===== config.mk =====
export PLATFORM = sky130hd
export DESIGN_NAME = lsu_arbiter
export DESIGN_NICKNAME = d
export VERILOG_FILES = /design/src/rtl/lsu_arbiter.sv
export SDC_FILE = /design/constraint.sdc
export NUM_CORES = 1
export LEC_CHECK = 0
export BUFFER_PORTS_ARGS = -buffer_cell sky130_fd_sc_hd__buf_2
export CAP_MARGIN = 15
export CORE_AREA = 2 2 121 123
export DETAILED_ROUTE_END_ITERATION = 10
export DIE_AREA = 0 0 123 125
export MAX_ROUTING_LAYER = met4
export PLACE_DENSITY = 0.79
export SETUP_SLACK_MARGIN = 0.5
export SYNTH_ARGS = -nofsm -noshare
export SYNTH_HDL_FRONTEND = slang
export SYNTH_SLANG_ARGS = --single-unit
export TNS_END_PERCENT = 50

===== constraint.sdc =====
create_clock -name i_clk -period 1.7 [get_ports i_clk]
set_clock_uncertainty 0.05 [all_clocks]
set_input_delay 0.085 -clock i_clk [delete_from_list [all_inputs] [get_ports i_clk]]
set_output_delay 0.085 -clock i_clk [all_outputs]
set_load 0.05 [all_outputs]

===== src/rtl/lsu_arbiter.sv =====
// lsu_arbiter
//   Two-port arbiter and sequencer in front of the shared LSU. Port 0 is the
//   pipeline MEM stage, port 1 is the debug/DMA loader. One request is taken
//   at a time through valid/ready. The granted request is latched and drives
//   the LSU for one cycle. The load data is registered and returned to the
//   granted port with a one-cycle rsp_valid pulse.
//
// Parameters
//   FIXED_PRIO : 0 = round-robin between ports, 1 = port 0 wins every conflict
//   ADDR_W     : address width
//   DATA_W     : data width
//
// Ports
//   i_clk, i_reset                 clock, synchronous active-high reset
//   i_pN_valid / o_pN_ready        request handshake (ready is combinational)
//   i_pN_wren, i_pN_addr,
//   i_pN_wdata, i_pN_slt_sl        request fields (store flag, addr, data, type)
//   o_pN_rsp_valid, o_pN_rdata     response pulse and held load data
//   o_lsu_wren, o_lsu_addr,
//   o_st_data, o_slt_sl            LSU request bus (from latched fields)
//   i_ld_data                      LSU combinational load data
//   o_busy                         high whenever the FSM is not idle
//
// Optional feature, macro LSU_ARB_ERR_EN
//   Adds o_p0_err / o_p1_err. Addresses outside the legal map suppress the
//   LSU write, return rdata 0 and flag err together with rsp_valid.
//
// state  | meaning
// IDLE   | waiting for a request; grant is combinational in this state
// ACCESS | latched request drives the LSU; load data captured at cycle end
// RESP   | rsp_valid pulse to the granted port; no request accepted

module lsu_arbiter #(
    parameter int FIXED_PRIO = 0,
    parameter int ADDR_W     = 32,
    parameter int DATA_W     = 32
) (
    input  logic              i_clk,
    input  logic              i_reset,

    input  logic              i_p0_valid,
    output logic              o_p0_ready,
    input  logic              i_p0_wren,
    input  logic [ADDR_W-1:0] i_p0_addr,
    input  logic [DATA_W-1:0] i_p0_wdata,
    input  logic [2:0]        i_p0_slt_sl,
    output logic              o_p0_rsp_valid,
    output logic [DATA_W-1:0] o_p0_rdata,

    input  logic              i_p1_valid,
    output logic              o_p1_ready,
    input  logic              i_p1_wren,
    input  logic [ADDR_W-1:0] i_p1_addr,
    input  logic [DATA_W-1:0] i_p1_wdata,
    input  logic [2:0]        i_p1_slt_sl,
    output logic              o_p1_rsp_valid,
    output logic [DATA_W-1:0] o_p1_rdata,

`ifdef LSU_ARB_ERR_EN
    output logic              o_p0_err,
    output logic              o_p1_err,
`endif

    output logic              o_lsu_wren,
    output logic [ADDR_W-1:0] o_lsu_addr,
    output logic [DATA_W-1:0] o_st_data,
    output logic [2:0]        o_slt_sl,
    input  logic [DATA_W-1:0] i_ld_data,
    output logic              o_busy
);

    typedef enum logic [1:0] {
        IDLE   = 2'd0,
        ACCESS = 2'd1,
        RESP   = 2'd2
    } state_t;

    state_t            state;
    state_t            state_nxt;

    logic              req_wren;
    logic [ADDR_W-1:0] req_addr;
    logic [DATA_W-1:0] req_wdata;
    logic [2:0]        req_sl;
    logic              req_id;
    logic              last_grant;
    logic [DATA_W-1:0] p0_rdata;
    logic [DATA_W-1:0] p1_rdata;

    logic              grant_vld;
    logic              grant_id;
    logic              sel_wren;
    logic [ADDR_W-1:0] sel_addr;
    logic [DATA_W-1:0] sel_wdata;
    logic [2:0]        sel_sl;
    logic              access_wren;
    logic [DATA_W-1:0] cap_data;

    // Grant is only offered in IDLE and never while reset is held, so a
    // request can't be lost to a reset in the accept cycle.
    always_comb begin
        grant_vld = 1'b0;
        grant_id  = 1'b0;
        if (state == IDLE && !i_reset) begin
            if (i_p0_valid && i_p1_valid) begin
                grant_vld = 1'b1;
                grant_id  = (FIXED_PRIO != 0) ? 1'b0 : ~last_grant;
            end else if (i_p0_valid) begin
                grant_vld = 1'b1;
                grant_id  = 1'b0;
            end else if (i_p1_valid) begin
                grant_vld = 1'b1;
                grant_id  = 1'b1;
            end
        end
    end

    always_comb begin
        sel_wren  = grant_id ? i_p1_wren   : i_p0_wren;
        sel_addr  = grant_id ? i_p1_addr   : i_p0_addr;
        sel_wdata = grant_id ? i_p1_wdata  : i_p0_wdata;
        sel_sl    = grant_id ? i_p1_slt_sl : i_p0_slt_sl;
    end

    always_comb begin
        state_nxt = state;
        case (state)
            IDLE:    if (grant_vld) state_nxt = ACCESS;
            ACCESS:  state_nxt = RESP;
            RESP:    state_nxt = IDLE;
            default: state_nxt = IDLE;
        endcase
    end

`ifdef LSU_ARB_ERR_EN
    logic req_err;

    function automatic logic addr_illegal(input logic [ADDR_W-1:0] a);
        logic legal;
        legal = (a <= ADDR_W'(32'h0000_07FF)) ||
                (a >= ADDR_W'(32'h1000_0000) && a <= ADDR_W'(32'h1000_4FFF)) ||
                (a >= ADDR_W'(32'h1001_0000) && a <= ADDR_W'(32'h1001_0FFF));
        return !legal;
    endfunction

    always_ff @(posedge i_clk) begin
        if (i_reset)        req_err <= 1'b0;
        else if (grant_vld) req_err <= addr_illegal(sel_addr);
    end

    assign access_wren = req_wren && !req_err;
    assign cap_data    = req_err ? '0 : i_ld_data;
    assign o_p0_err    = o_p0_rsp_valid && req_err;
    assign o_p1_err    = o_p1_rsp_valid && req_err;
`else
    assign access_wren = req_wren;
    assign cap_data    = i_ld_data;
`endif

    always_ff @(posedge i_clk) begin
        if (i_reset) begin
            state      <= IDLE;
            req_wren   <= 1'b0;
            req_addr   <= '0;
            req_wdata  <= '0;
            req_sl     <= 3'b000;
            req_id     <= 1'b0;
            last_grant <= 1'b1;
            p0_rdata   <= '0;
            p1_rdata   <= '0;
        end else begin
            state <= state_nxt;
            if (grant_vld) begin
                req_wren   <= sel_wren;
                req_addr   <= sel_addr;
                req_wdata  <= sel_wdata;
                req_sl     <= sel_sl;
                req_id     <= grant_id;
                last_grant <= grant_id;
            end
            if (state == ACCESS) begin
                if (req_id) p1_rdata <= cap_data;
                else        p0_rdata <= cap_data;
            end
        end
    end

    assign o_p0_ready     = grant_vld && !grant_id;
    assign o_p1_ready     = grant_vld &&  grant_id;
    // Gated by reset so a response pending at reset is dropped in that cycle.
    assign o_p0_rsp_valid = (state == RESP) && !req_id && !i_reset;
    assign o_p1_rsp_valid = (state == RESP) &&  req_id && !i_reset;
    assign o_p0_rdata     = p0_rdata;
    assign o_p1_rdata     = p1_rdata;

    assign o_lsu_wren     = (state == ACCESS) && access_wren && !i_reset;
    assign o_lsu_addr     = req_addr;
    assign o_st_data      = req_wdata;
    assign o_slt_sl       = req_sl;
    assign o_busy         = (state != IDLE);

endmodule


==> results of run 1 <==
## cells by family after synthesis
logic type / count (synthesis) / share of synthesized area
and+or+nand+nor: 212 / 0.175
DFF: 136 / 0.465
AOI/OAI and AO/OA: 68 / 0.0606
muxes: 136 / 0.232
buffers and inverters: 48 / 0.0673
## what timing repair did
item | 4_1_cts | 5_1_grt
cloned | 12 | 12
setup buffers | 19 | 16
hold buffers | 170 | 0
pin swaps | 107 | 82
hold endpoints to repair | 135 | 0
endpoints found under the setup margin | 143 | 197
resized for setup | 193 | 204
## stage by stage
stage,hold slack [ps],std cells,util,setup slack (ps)
after floorplan,171,600,-,284
after global placement,274,1060,0.529,169
after detailed placement,285,1060,0.529,143
after CTS,6.86,1293,0.774,-9.34
after global routing,59.2,1325,0.853,-31.0
## layer usage
metal and track usage:
met1 0.340, met2 0.553, met3 0.0771, met4 0.228
met5 -
==> results.txt, run 1 <==
----------------------------------------------------
[Synth]
  Ys flop type ... sky130_fd_sc_hd__dfxtp_1
  Dominant cell type by area after synthesis ... sky130_fd_sc_hd__dfxtp_1
  Count of different cell masters after synthesis ... 27
  Number of warning messages in the yosys log ... 0
  Synth top area share ... 0.465
  Area contributors post-synth ... sky130_fd_sc_hd__dfxtp_1, sky130_fd_sc_hd__mux2i_1, sky130_fd_sc_hd__nand2_1, sky130_fd_sc_hd__nand2b_1, sky130_fd_sc_hd__a21oi_1
  Post-Synthesis Cells ... 600
  Most used standard cells in the synthesized netlist ... sky130_fd_sc_hd__dfxtp_1, sky130_fd_sc_hd__mux2i_1, sky130_fd_sc_hd__nand2_1
  Number of synthesized register bits ... around 140
  Share of synthesized area occupied by flip-flops and latches ... 0.465
  Post-synth EDFFs ... 0
  Net count of the mapped netlist ... 772
  Mapped cell area ... 5860 µm²
  Share of synthesized flip-flops with an asynchronous set or reset ... 0
  Per-instance average area after synthesis ... 9.77 µm²

[Run status]
  Last flow stage reached ... 5_2_route
  Result of the run ... did not finish
  First reported error ... [ERROR DRT-0255] Maze Route cannot find path of net o_p0_rdata[30] in worker of routeBox ( 96600 96600 ) ( 123000 125000 ).

[Die]
  Die height ... 125 µm
  Placement row count ... 44
  Initial Util ... 0.413
  I/O pin total ... just over 300
  Die width ... 123 µm

[Clock tree]
  Number of levels the H-tree was split into ... 4
  Count of clock tree sinks ... 136
  Clock buffers created by TritonCTS ... 17
  Max Buffers Root-to-Sink ... 2
  CTS root buffer ... sky130_fd_sc_hd__clkbuf_16

[Global routing]
  Maximum number of pins on one net before global-route repair ... 71
  Antenna violations before repair ... 3
  Vias in the first global route ... 7129
  Wire length of the first global-routing pass ... 37.7 mm
  GRT Total Usage ... 0.331
  Leftover overflow at the end of global routing ... 0

[Placed design]
  PortBufs ... 308
  DP Wirelength ... 11.5 mm
  Area post-placement ... 7520 µm²
  Routability-driven placement congestion ratio ... 0.827

[STA]
  Pin ending the worst setup path after global-route repair ... o_p0_ready
  Category of the worst endpoint ... top-level output

----------------------------------------------------
==> run 2: changes to the inputs <==
CORE_AREA = default   (was 2 2 121 123)
CORE_MARGIN = 2   (was default)
CORE_UTILIZATION = 40   (was default)
DIE_AREA = default   (was 0 0 123 125)
MAX_ROUTING_LAYER = default   (was met4)
PLACE_DENSITY = default   (was 0.79)
PLACE_DENSITY_LB_ADDON = 0.15   (was default)
SETUP_SLACK_MARGIN = default   (was 0.5)
==> run 2 against run 1 <==
The flow now finishes without violations. Global-route usage down 7.8 points. Synthesized cell count unchanged. Area after synthesis unchanged.
==> results.txt, run 2 <==
----------------------------------------------------
[Run status]
  Result of the run ... completed (was did not finish)

[Cells and area]
  Most frequent cells in the layout ... sky130_fd_sc_hd__buf_2, sky130_fd_sc_hd__dlygate4sd3_1, sky130_fd_sc_hd__mux2i_1
  Fin cells ... 1268
  Area growth syn-to-layout ... 68.2%
  Finished Cell Area ... 9850 µm²
  Leading cell type in the layout, fill and taps excluded ... sky130_fd_sc_hd__buf_2
  Net count, final ... about 1200
  Share of post-route cells with drive strength above 1 ... 0.336
  Share of the core filled with cells ... 0.683
  Number of filler cells placed in the layout ... 1094

[Drt]
  Drc violations ... 0
  Post-detailed-route count of antenna-violating nets ... 0
  1st-iter DRT viols ... 365
  Via total after detailed routing ... 6043
  WL final ... 20.0 mm
  Via density per instance ... 4.77
  Router iterations before antenna repair ... 4
  WL per Instance ... 15.8 µm

[STA]
  Max Clock Freq ... 605 MHz
  Tmin final ... 1650 ps
  Max-slew violation count ... 0
  Unrepaired setup endpoints after global routing ... yes
  Final Cycle Share ... 0.973
  Remaining max-slew budget at the tightest pin ... 0.644
  Worst Tran Pin Value ... 534 ps
  Final number of setup-violating endpoints ... 0
  Setup total negative slack ... 0 ps
  Final Hold Violating Endpoints ... 0

[Synth]
  Per-instance average area after synthesis ... 9.77 µm² (unchanged)
  Ys flop type ... sky130_fd_sc_hd__dfxtp_1 (unchanged)
  Share of synthesized area occupied by flip-flops and latches ... 0.465 (unchanged)
  Synth top area share ... 0.465 (unchanged)
  Most used standard cells in the synthesized netlist ... sky130_fd_sc_hd__dfxtp_1, sky130_fd_sc_hd__mux2i_1, sky130_fd_sc_hd__nand2_1 (unchanged)
  Number of synthesized register bits ... 136 (unchanged)
  Count of different cell masters after synthesis ... 27 (unchanged)
  Post-synth EDFFs ... 0 (unchanged)
  Area contributors post-synth ... sky130_fd_sc_hd__dfxtp_1, sky130_fd_sc_hd__mux2i_1, sky130_fd_sc_hd__nand2_1, sky130_fd_sc_hd__nand2b_1, sky130_fd_sc_hd__a21oi_1 (unchanged)
  Mapped cell area ... 5860 µm² (unchanged)
  Number of warning messages in the yosys log ... 0 (unchanged)
  Share of synthesized flip-flops with an asynchronous set or reset ... 0 (unchanged)
  Dominant cell type by area after synthesis ... sky130_fd_sc_hd__dfxtp_1 (unchanged)
  Net count of the mapped netlist ... 772 (unchanged)
  Post-Synthesis Cells ... 600 (unchanged)

[Clock tree]
  Clock-pin slew on the worst setup and hold paths ... 50 ps
  Max Buffers Root-to-Sink ... 2 (unchanged)
  Number of levels the H-tree was split into ... 4 (unchanged)
  Insertion delay of the later-clocked pin in the worst-skew pair ... 410 ps
  Clock buffers created by TritonCTS ... 17 (unchanged)
  Count of clock tree sinks ... 136 (unchanged)
  CTS root buffer ... sky130_fd_sc_hd__clkbuf_16 (unchanged)
  TritonCTS clock tree ... built

[Die]
  Die height ... 125 µm (about the same)
  Die width ... 125 µm (was 123 µm)
  Initial Util ... 0.406 (was 0.413)
  Placement row count ... 44 (unchanged)
  I/O pin total ... 309 (unchanged)
  Area of the placeable core ... 14400 µm²
  Full die area ... 15600 µm²

[Placed design]
  Routability-driven placement congestion ratio ... 0.812 (was 0.827)
  Post-Place Cells ... 1059 (was 1060)
  PortBufs ... 308 (unchanged)
  DP Wirelength ... 11.8 mm (was 11.5 mm)
  Area post-placement ... 7480 µm² (was 7520 µm²)

[Global routing]
  Vias in the first global route ... 6380 (was 7129)
  Wire length of the first global-routing pass ... 31.6 mm (was 37.7 mm)
  Antenna violations before repair ... 2 (was 3)
  GRT Total Usage ... 0.253 (was 0.331)
  Leftover overflow at the end of global routing ... 0 (unchanged)
  Maximum number of pins on one net before global-route repair ... 128 (was 71)

[Critical path]
  Kind of start point of the critical path ... flip-flop
  Worst Path Class, Setup ... reg2out
  Max FO, Critical Path ... 10
  Required time worst endpoint ... 1560 ps
  Arrival time worst endpoint ... 1520 ps
  Register-to-register path setup slack ... 120 ps
  Crit. End Element ... output port

[Flow run]
  Number of maximum-capacitance violations ... 0

[Hold path]
  Worst hold-check path type ... in2reg

[Power and ir drop]
  Net switching power figure ... between 3 and 4 mW
  Maximum resistive drop on vdd ... 0.675 mV
  Cell Pwr Density ... 1010 nW/µm²
  Switching power as a share of total power ... 0.315
  Fraction of power consumed by sequential logic ... 0.365
  Comb pwr share ... 0.264
  Total Power Consumption ... 9.90 mW
  Int Pwr ... 6.78 mW
  LEAKAGE ... 4.54 nW
  Clk pwr share ... 0.371

----------------------------------------------------
-- run 2: final cells by class --
cell class	count	area, µm²	area share
repair buffers	497	3500	0.356
multi-input cells	416	2780	0.283
flip-flops and latches	136	2730	0.277
clock buffers	26	509	0.0517
well taps	184	230	0.0234
clock inverters	6	87.6	0.00889
diodes	2	5.00	0.000508
inverters	1	3.75	0.000381
-- run 2: final timing paths --
kind | startpoint | to | cells past startpoint
worst min register to register | o_p1_rdata[4] | o_p1_rdata[4] | 2
worst max register to register | last_grant | o_lsu_addr[30] | 5
worst max-delay path | state[1] | o_p0_ready | 4
worst min-delay path | i_p1_valid | last_grant | 3
-- run 2: per-layer routing --
| layer | up-vias | GRT usage | wire length, µm |
|---|---|---|---|
| li1 | 2944 | - | - |
| met1 | 2774 | 0.278 | 7870 |
| met2 | 266 | 0.438 | 9900 |
| met3 | 59 | 0.0826 | 1420 |
| met4 | 0 | 0.127 | 815 |
| met5 | - | 0 | 0 |
-- run 2: logic make-up after synthesis --
kind of cell / after synthesis / share of synthesized area
flip-flops: 136 / 0.465
AO/OA/AOI/OAI: 68 / 0.0606
multiplexers: 136 / 0.232
buffers and inverters: 48 / 0.0673
AND/OR/NAND/NOR: 212 / 0.175
-- run 2: timing repair --
item	4_1_cts	5_1_grt
cloned	0	0
hold buffers	170	0
endpoints found under the hold margin	135	0
pin swaps	2	1
setup endpoints to repair	4	3
buffers inserted	3	2
resized for setup	6	7
-- run 2: through the flow --
step / hold WS [ps] / setup WS [ps]
floorplan: 171 / -415
global placement: 287 / 171
detailed placement: 292 / 108
CTS: 20.9 / 3.19
global route: 52.8 / -12.7
finish: 38.7 / 46.1
-- run 2: critical path, stage by stage (launching register included) --
cell and delay [ps]:
sky130_fd_sc_hd__dfxtp_4 380, sky130_fd_sc_hd__nor4_4 270, sky130_fd_sc_hd__buf_4 150, sky130_fd_sc_hd__and2b_1 130
sky130_fd_sc_hd__buf_6 160
-- run 2: power groups by stage --
stage / logic, mW / registers [mW] / clock network, mW
2_1_floorplan: 0.765 / 4.55 / 0
3_3_place_gp: 2.21 / 3.67 / 0
3_5_place_dp: 2.25 / 3.67 / 0
4_1_cts: 2.57 / 3.61 / 3.72
5_1_grt: 2.75 / 3.65 / 3.86
6_report: 2.61 / 3.62 / 3.67
No activity file was read; power rests on OpenSTA's default activity.
==> run 3: changes to the inputs <==
CELL_PAD_IN_SITES_DETAIL_PLACEMENT = 1   (was default)
CELL_PAD_IN_SITES_GLOBAL_PLACEMENT = 2   (was default)
CORE_UTILIZATION = 25   (was 40)
==> run 3 against run 2 <==
Non-clock buffer count rose by 5. Routed wire length rose by 15%. Sequential power barely moved. Global-route usage fell by 6.9 points. Combinational power rose by 2%. First-iteration DRC count fell by 61%. Final cell count rose by 11%. Clock-buffer cell count fell by 7. Die area rose by 58%. Critical path depth did not move. Largest cell class unchanged. Largest power group unchanged.
==> results.txt, run 3 (synthesis results as in run 2) <==
----------------------------------------------------
[Cells and area]
  Net count, final ... 1246 (was 1241)
  Most frequent cells in the layout ... sky130_fd_sc_hd__buf_2, sky130_fd_sc_hd__dlygate4sd3_1, sky130_fd_sc_hd__mux2i_1 (unchanged)
  Leading cell type in the layout, fill and taps excluded ... sky130_fd_sc_hd__buf_2 (unchanged)
  Area growth syn-to-layout ... 72.8% (was 68.2%)
  Number of filler cells placed in the layout ... 2698 (was 1094)
  Fin cells ... 1408 (was 1268)
  Share of post-route cells with drive strength above 1 ... 0.344 (was 0.336)

[Critical path]
  Arrival time worst endpoint ... 1520 ps (about the same)
  Reg-to-Reg Start ... state[0] (was last_grant)
  Register-to-Register Path Depth ... 5 (unchanged)
  List of cells traversed by the critical path ... nor4_4, buf_4, and2b_2, buf_8 (was nor4_4, buf_4, and2b_1, buf_6)
  Cell with the largest stage delay on the worst path ... sky130_fd_sc_hd__dfxtp_4 (unchanged)
  Required time worst endpoint ... 1560 ps (about the same)
  Worst Path Class, Setup ... reg2out (unchanged)
  Destination of the worst register-to-register timing path ... o_p0_rdata[13] (was o_lsu_addr[30])
  Kind of start point of the critical path ... flip-flop (unchanged)
  Max FO, Critical Path ... 5 (was 10)
  Register-to-register path setup slack ... 180 ps (was 120 ps)
  Highest cell delay on the worst timing path ... 370 ps (was 380 ps)
  Crit. End Element ... output port (unchanged)

[Drt]
  Length of routed met3 wiring ... 1.57 mm (was 1.42 mm)
  Uppermost layer routed ... met5 (was met4)
  M1 wire length ... 9.35 mm (was 7.87 mm)
  Via total after detailed routing ... 6097 (was 6043)
  WL final ... 22.9 mm (was 20.0 mm)
  Drc violations ... 0 (unchanged)
  WL per Instance ... 16.3 µm (was 15.8 µm)
  1st-iter DRT viols ... 144 (was 365)
  Router iterations before antenna repair ... 4 (unchanged)
  Via density per instance ... 4.33 (was 4.77)
  Met2 wire length ... 11.2 mm (was 9.90 mm)
  Post-detailed-route count of antenna-violating nets ... 0 (unchanged)

[Clock tree]
  Clock buffers created by TritonCTS ... 17 (unchanged)
  Count of clock tree sinks ... 136 (unchanged)
  CTS root buffer ... sky130_fd_sc_hd__clkbuf_16 (unchanged)
  Insertion delay of the later-clocked pin in the worst-skew pair ... 410 ps (about the same)
  Max Buffers Root-to-Sink ... 2 (unchanged)
  Number of levels the H-tree was split into ... 4 (unchanged)
  Clock-pin slew on the worst setup and hold paths ... 60 ps (was 50 ps)
  TritonCTS clock tree ... built (unchanged)

[Die]
  Die width ... 157 µm (was 125 µm)
  Placement row count ... 56 (was 44)
  I/O pin total ... 309 (unchanged)
  Full die area ... 24700 µm² (was 15600 µm²)
  Initial Util ... 0.252 (was 0.406)
  Die height ... 157 µm (was 125 µm)
  Area of the placeable core ... 23300 µm² (was 14400 µm²)

[Hold path]
  Terminating pin of the worst hold path ... last_grant (unchanged)
  Launch instance of the worst min-delay path ... i_p1_valid (unchanged)
  Worst hold-check path type ... in2reg (unchanged)
  Hold depth ... 3 (unchanged)

[STA]
  Setup total negative slack ... 0 ps (unchanged)
  Final number of setup-violating endpoints ... 0 (unchanged)
  Final Cycle Share ... 0.974 (was 0.973)
  Tmin final ... 1660 ps (was 1650 ps)
  Worst Tran Pin Value ... 817 ps (was 534 ps)
  Final-layout worst hold slack ... 26.1 ps (was 38.7 ps)
  Final Worst Setup Slack ... 44.4 ps (was 46.1 ps)
  Remaining max-slew budget at the tightest pin ... 0.455 (was 0.644)
  Max Clock Freq ... 604 MHz (was 605 MHz)
  Unrepaired setup endpoints after global routing ... yes (unchanged)
  Final Hold Violating Endpoints ... 0 (unchanged)
  Max-slew violation count ... 0 (unchanged)

[Global routing]
  Antenna violations before repair ... 3 (was 2)
  Vias in the first global route ... 6568 (was 6380)
  Maximum number of pins on one net before global-route repair ... 76 (was 128)
  Wire length of the first global-routing pass ... 34.9 mm (was 31.6 mm)
  Leftover overflow at the end of global routing ... 0 (unchanged)
  GRT Total Usage ... 0.184 (was 0.253)

[Placed design]
  Worst-case setup slack after placement ... 99.9 ps (was 108 ps)
  PortBufs ... 308 (unchanged)
  Routability-driven placement congestion ratio ... 0.725 (was 0.812)
  Post-Place Cells ... 1195 (was 1059)
  DP Wirelength ... 14.8 mm (was 11.8 mm)

[Power and ir drop]
  LEAKAGE ... 4.60 nW (was 4.54 nW)
  Maximum resistive drop on vdd ... 0.555 mV (was 0.675 mV)
  Total Power Consumption ... 10.2 mW (was 9.90 mW)
  Cell Pwr Density ... 1010 nW/µm² (about the same)

[Run status]
  Result of the run ... completed (unchanged)

[Flow run]
  Number of maximum-capacitance violations ... 0 (unchanged)

----------------------------------------------------
[run 3: cell count changes in the layout (fill, tap and decap cells not counted), sizes merged]
cell,before,now
clkinv,1,3
bufinv,2,3
dlygate4sd3,170,171
buf,325,330
clkbuf,28,19
dlymetal6s2s,0,1
clkinvlp,3,4
inv,1,4
[run 3: worst max path at each step]
stage                         from              to
after floorplan             req_id  o_p1_rsp_valid
after global placement    state[1]      o_p0_ready
after detailed placement  state[1]      o_p0_ready
after CTS                 state[0]      o_p0_ready
after global routing      state[1]      o_p0_ready
final                     state[1]      o_p0_ready
[run 3: through the flow]
step | instance area, µm² | utilization
after floorplan | 5870 | -
after global placement | 7650 | 0.329
after detailed placement | 7650 | 0.329
after CTS | 10000 | 0.432
after global routing | 10100 | 0.435
final | 10100 | 0.435
[run 3: final cells by class]
| cell class | count | area (µm²) | share of cell area |
|---|---|---|---|
| clock buffer | 19 | 453 | 0.0447 |
| clock inverter | 13 | 169 | 0.0167 |
| tap | 319 | 399 | 0.0394 |
| inverter | 1 | 3.75 | 0.000371 |
| multi-input combinational | 416 | 2810 | 0.277 |
| sequential | 136 | 2730 | 0.270 |
| antenna | 2 | 5.00 | 0.000494 |
| timing repair buffer | 502 | 3550 | 0.351 |
[run 3: critical path: cells and delay by family (launching register included)]
kind	cells	cell delay, ps
and+or+nand+nor	2	430
DFF	1	370
buffers and inverters	2	300
[run 3: timing repair]
| item | in CTS | in global routing |
|---|---|---|
| hold endpoints to repair | 134 | 0 |
| hold buffers | 171 | 0 |
| pin swaps | 2 | 2 |
| buffers inserted | 3 | 5 |
| resized for setup | 11 | 9 |
| setup endpoints to repair | 5 | 4 |
| gates cloned | 0 | 0 |
[run 3: power by group]
group / switching, mW / internal (mW)
registers: 0.150 / 3.46
logic: 1.68 / 0.988
clock network: 1.50 / 2.40
total: 3.33 / 6.85
[run 3: per-layer routing]
layer / global-route usage / vias to the layer above
li1: - / 2956
met1: 0.210 / 2854
met2: 0.312 / 232
met3: 0.0559 / 53
met4: 0.0918 / 2
met5: 0 / -
==> run 4: changes to the inputs <==
PLACE_DENSITY = 0.76   (was default)
PLACE_DENSITY_LB_ADDON = default   (was 0.15)
==> run 4 against run 3 <==
Non-clock buffer count increased by 3. Routed wire length increased by 2.7%. Total power decreased by 0.24%. Clock-buffer cell count decreased by 1. Critical path depth increased by 1. Core utilization decreased by 0.065 points. Clock power decreased by 1%. First-iteration DRC count increased by 2.8%. Via count increased by 0.90%. Final cell count increased by 0.14%. Worst setup slack improved by 31 ps. Register-to-register slack got worse by 50 ps. Critical path type unchanged. Largest cell class unchanged. Highest routed layer is now met4.
==> results.txt, run 4 (synthesis results as in run 2) <==
----------------------------------------------------
[Global routing]
  Leftover overflow at the end of global routing ... 0 (unchanged)
  Wire length of the first global-routing pass ... 36.0 mm (was 34.9 mm)
  Vias in the first global route ... 6730 (was 6568)
  Maximum number of pins on one net before global-route repair ... 62 (was 76)
  GRT Total Usage ... 0.191 (was 0.184)
  Antenna violations before repair ... 2 (was 3)

[Drt]
  Via density per instance ... 4.36 (was 4.33)
  Via total after detailed routing ... 6152 (was 6097)
  WL final ... 23.5 mm (was 22.9 mm)
  Drc violations ... 0 (unchanged)
  Router iterations before antenna repair ... 4 (unchanged)
  1st-iter DRT viols ... 148 (was 144)
  WL per Instance ... 16.7 µm (was 16.3 µm)
  Post-detailed-route count of antenna-violating nets ... 0 (unchanged)

[STA]
  Unrepaired setup endpoints after global routing ... yes (unchanged)
  Final Cycle Share ... 0.955 (was 0.974)
  Max-slew violation count ... 0 (unchanged)
  Remaining max-slew budget at the tightest pin ... 0.730 (was 0.455)
  Max Clock Freq ... 616 MHz (was 604 MHz)
  Worst Tran Pin Value ... 405 ps (was 817 ps)
  Final Hold Violating Endpoints ... 0 (unchanged)
  Tmin final ... 1620 ps (was 1660 ps)
  Final number of setup-violating endpoints ... 0 (unchanged)
  Final Worst Setup Slack ... 75.9 ps (was 44.4 ps)

[Die]
  Die height ... 157 µm (unchanged)
  Placement row count ... 56 (unchanged)
  Area of the placeable core ... 23300 µm² (unchanged)
  Initial Util ... 0.252 (unchanged)
  Full die area ... 24700 µm² (unchanged)
  Die width ... 157 µm (unchanged)
  I/O pin total ... 309 (unchanged)

[Power and ir drop]
  Cell Pwr Density ... 1000 nW/µm² (was 1010 nW/µm²)
  Total Power Consumption ... 10.2 mW (about the same)
  LEAKAGE ... 4.59 nW (was 4.60 nW)
  Maximum resistive drop on vdd ... 0.556 mV (was 0.555 mV)

[Critical path]
  Max FO, Critical Path ... 6 (was 5)
  Crit. End Element ... output port (unchanged)
  Kind of start point of the critical path ... flip-flop (unchanged)
  Worst Path Class, Setup ... reg2out (unchanged)
  Arrival time worst endpoint ... 1490 ps (was 1520 ps)
  Required time worst endpoint ... 1560 ps (about the same)

[Placed design]
  Post-Place Cells ... 1204 (was 1195)
  Routability-driven placement congestion ratio ... 0.773 (was 0.725)
  PortBufs ... 308 (unchanged)
  DP Wirelength ... 14.4 mm (was 14.8 mm)
  Worst-case setup slack after placement ... 194 ps (was 99.9 ps)

[Clock tree]
  Clock buffers created by TritonCTS ... 17 (unchanged)
  Insertion delay of the later-clocked pin in the worst-skew pair ... 420 ps (was 410 ps)
  Clock-pin slew on the worst setup and hold paths ... 60 ps (about the same)
  Count of clock tree sinks ... 136 (unchanged)
  CTS root buffer ... sky130_fd_sc_hd__clkbuf_16 (unchanged)
  Max Buffers Root-to-Sink ... 2 (unchanged)
  TritonCTS clock tree ... built (unchanged)
  Number of levels the H-tree was split into ... 4 (unchanged)

[Cells and area]
  Area growth syn-to-layout ... 72.5% (was 72.8%)
  Share of the core filled with cells ... 0.435 (about the same)
  Net count, final ... 1249 (was 1246)
  Leading cell type in the layout, fill and taps excluded ... sky130_fd_sc_hd__buf_2 (unchanged)
  Share of post-route cells with drive strength above 1 ... 0.345 (was 0.344)
  Fin cells ... 1410 (was 1408)
  Most frequent cells in the layout ... sky130_fd_sc_hd__buf_2, sky130_fd_sc_hd__dlygate4sd3_1, sky130_fd_sc_hd__mux2i_1 (unchanged)

[Flow run]
  Number of maximum-capacitance violations ... 0 (unchanged)

[Hold path]
  Worst hold-check path type ... in2reg (unchanged)

[Run status]
  Result of the run ... completed (unchanged)

----------------------------------------------------
## run 4: power by group
| group | total [mW] | switching [mW] | internal [mW] | leakage, nW |
|---|---|---|---|---|
| clock | 3.86 | 1.51 | 2.35 | 0.289 |
| sequential | 3.62 | 0.156 | 3.46 | 1.12 |
| combinational | 2.68 | 1.69 | 0.989 | 3.18 |
| total | 10.2 | 3.35 | 6.80 | 4.59 |
## run 4: final timing paths
path / startpoint / endpoint / slack [ps] / depth (start not counted)
max: state[1] / o_lsu_wren / 80 / 5
min reg2reg: o_p1_rdata[31] / o_p1_rdata[31] / 400 / 2
max reg2reg: last_grant / o_lsu_addr[7] / 130 / 5
min: i_reset / state[1] / 30 / 3
## run 4: per-layer routing
metal | vias up | routed length, µm | track usage
met5 | - | 0 | 0
met1 | 2898 | 9520 | 0.211
met3 | 39 | 1690 | 0.0592
li1 | 2964 | - | -
met2 | 251 | 11700 | 0.341
met4 | 0 | 657 | 0.0740
## run 4: what timing repair did
item,in CTS,in global routing
endpoints found under the setup margin,5,4
hold endpoints to repair,134,0
pin swaps,2,2
buffers inserted,4,0
resized for setup,11,4
hold buffers,170,0
## run 4: area by class of cell
cell class,instances,area (µm²)
antenna,2,5.00
clock buffer,18,439
clock inverter,13,170
fill,2682,13200
inverter,1,3.75
multi-input combinational,416,2780
sequential,136,2730
tap,319,399
timing repair buffer,505,3580
## run 4: critical path, stage by stage (launching register included)
cell	delay, ps
sky130_fd_sc_hd__dfxtp_4	360
sky130_fd_sc_hd__buf_6	130
sky130_fd_sc_hd__nor3b_2	150
sky130_fd_sc_hd__buf_4	140
sky130_fd_sc_hd__and2_4	130
sky130_fd_sc_hd__buf_6	150
## run 4: stage by stage
| step | TNS [ps] | cell area [µm²] | hold slack, ps |
|---|---|---|---|
| final | 0 | 10100 | 25.1 |
| after global routing | -14.0 | 10100 | 34.8 |
| after CTS | -58.7 | 10100 | 21.1 |
| after detailed placement | 0 | 7730 | 293 |
| after global placement | 0 | 7730 | 291 |
| after floorplan | -415 | 5870 | 171 |
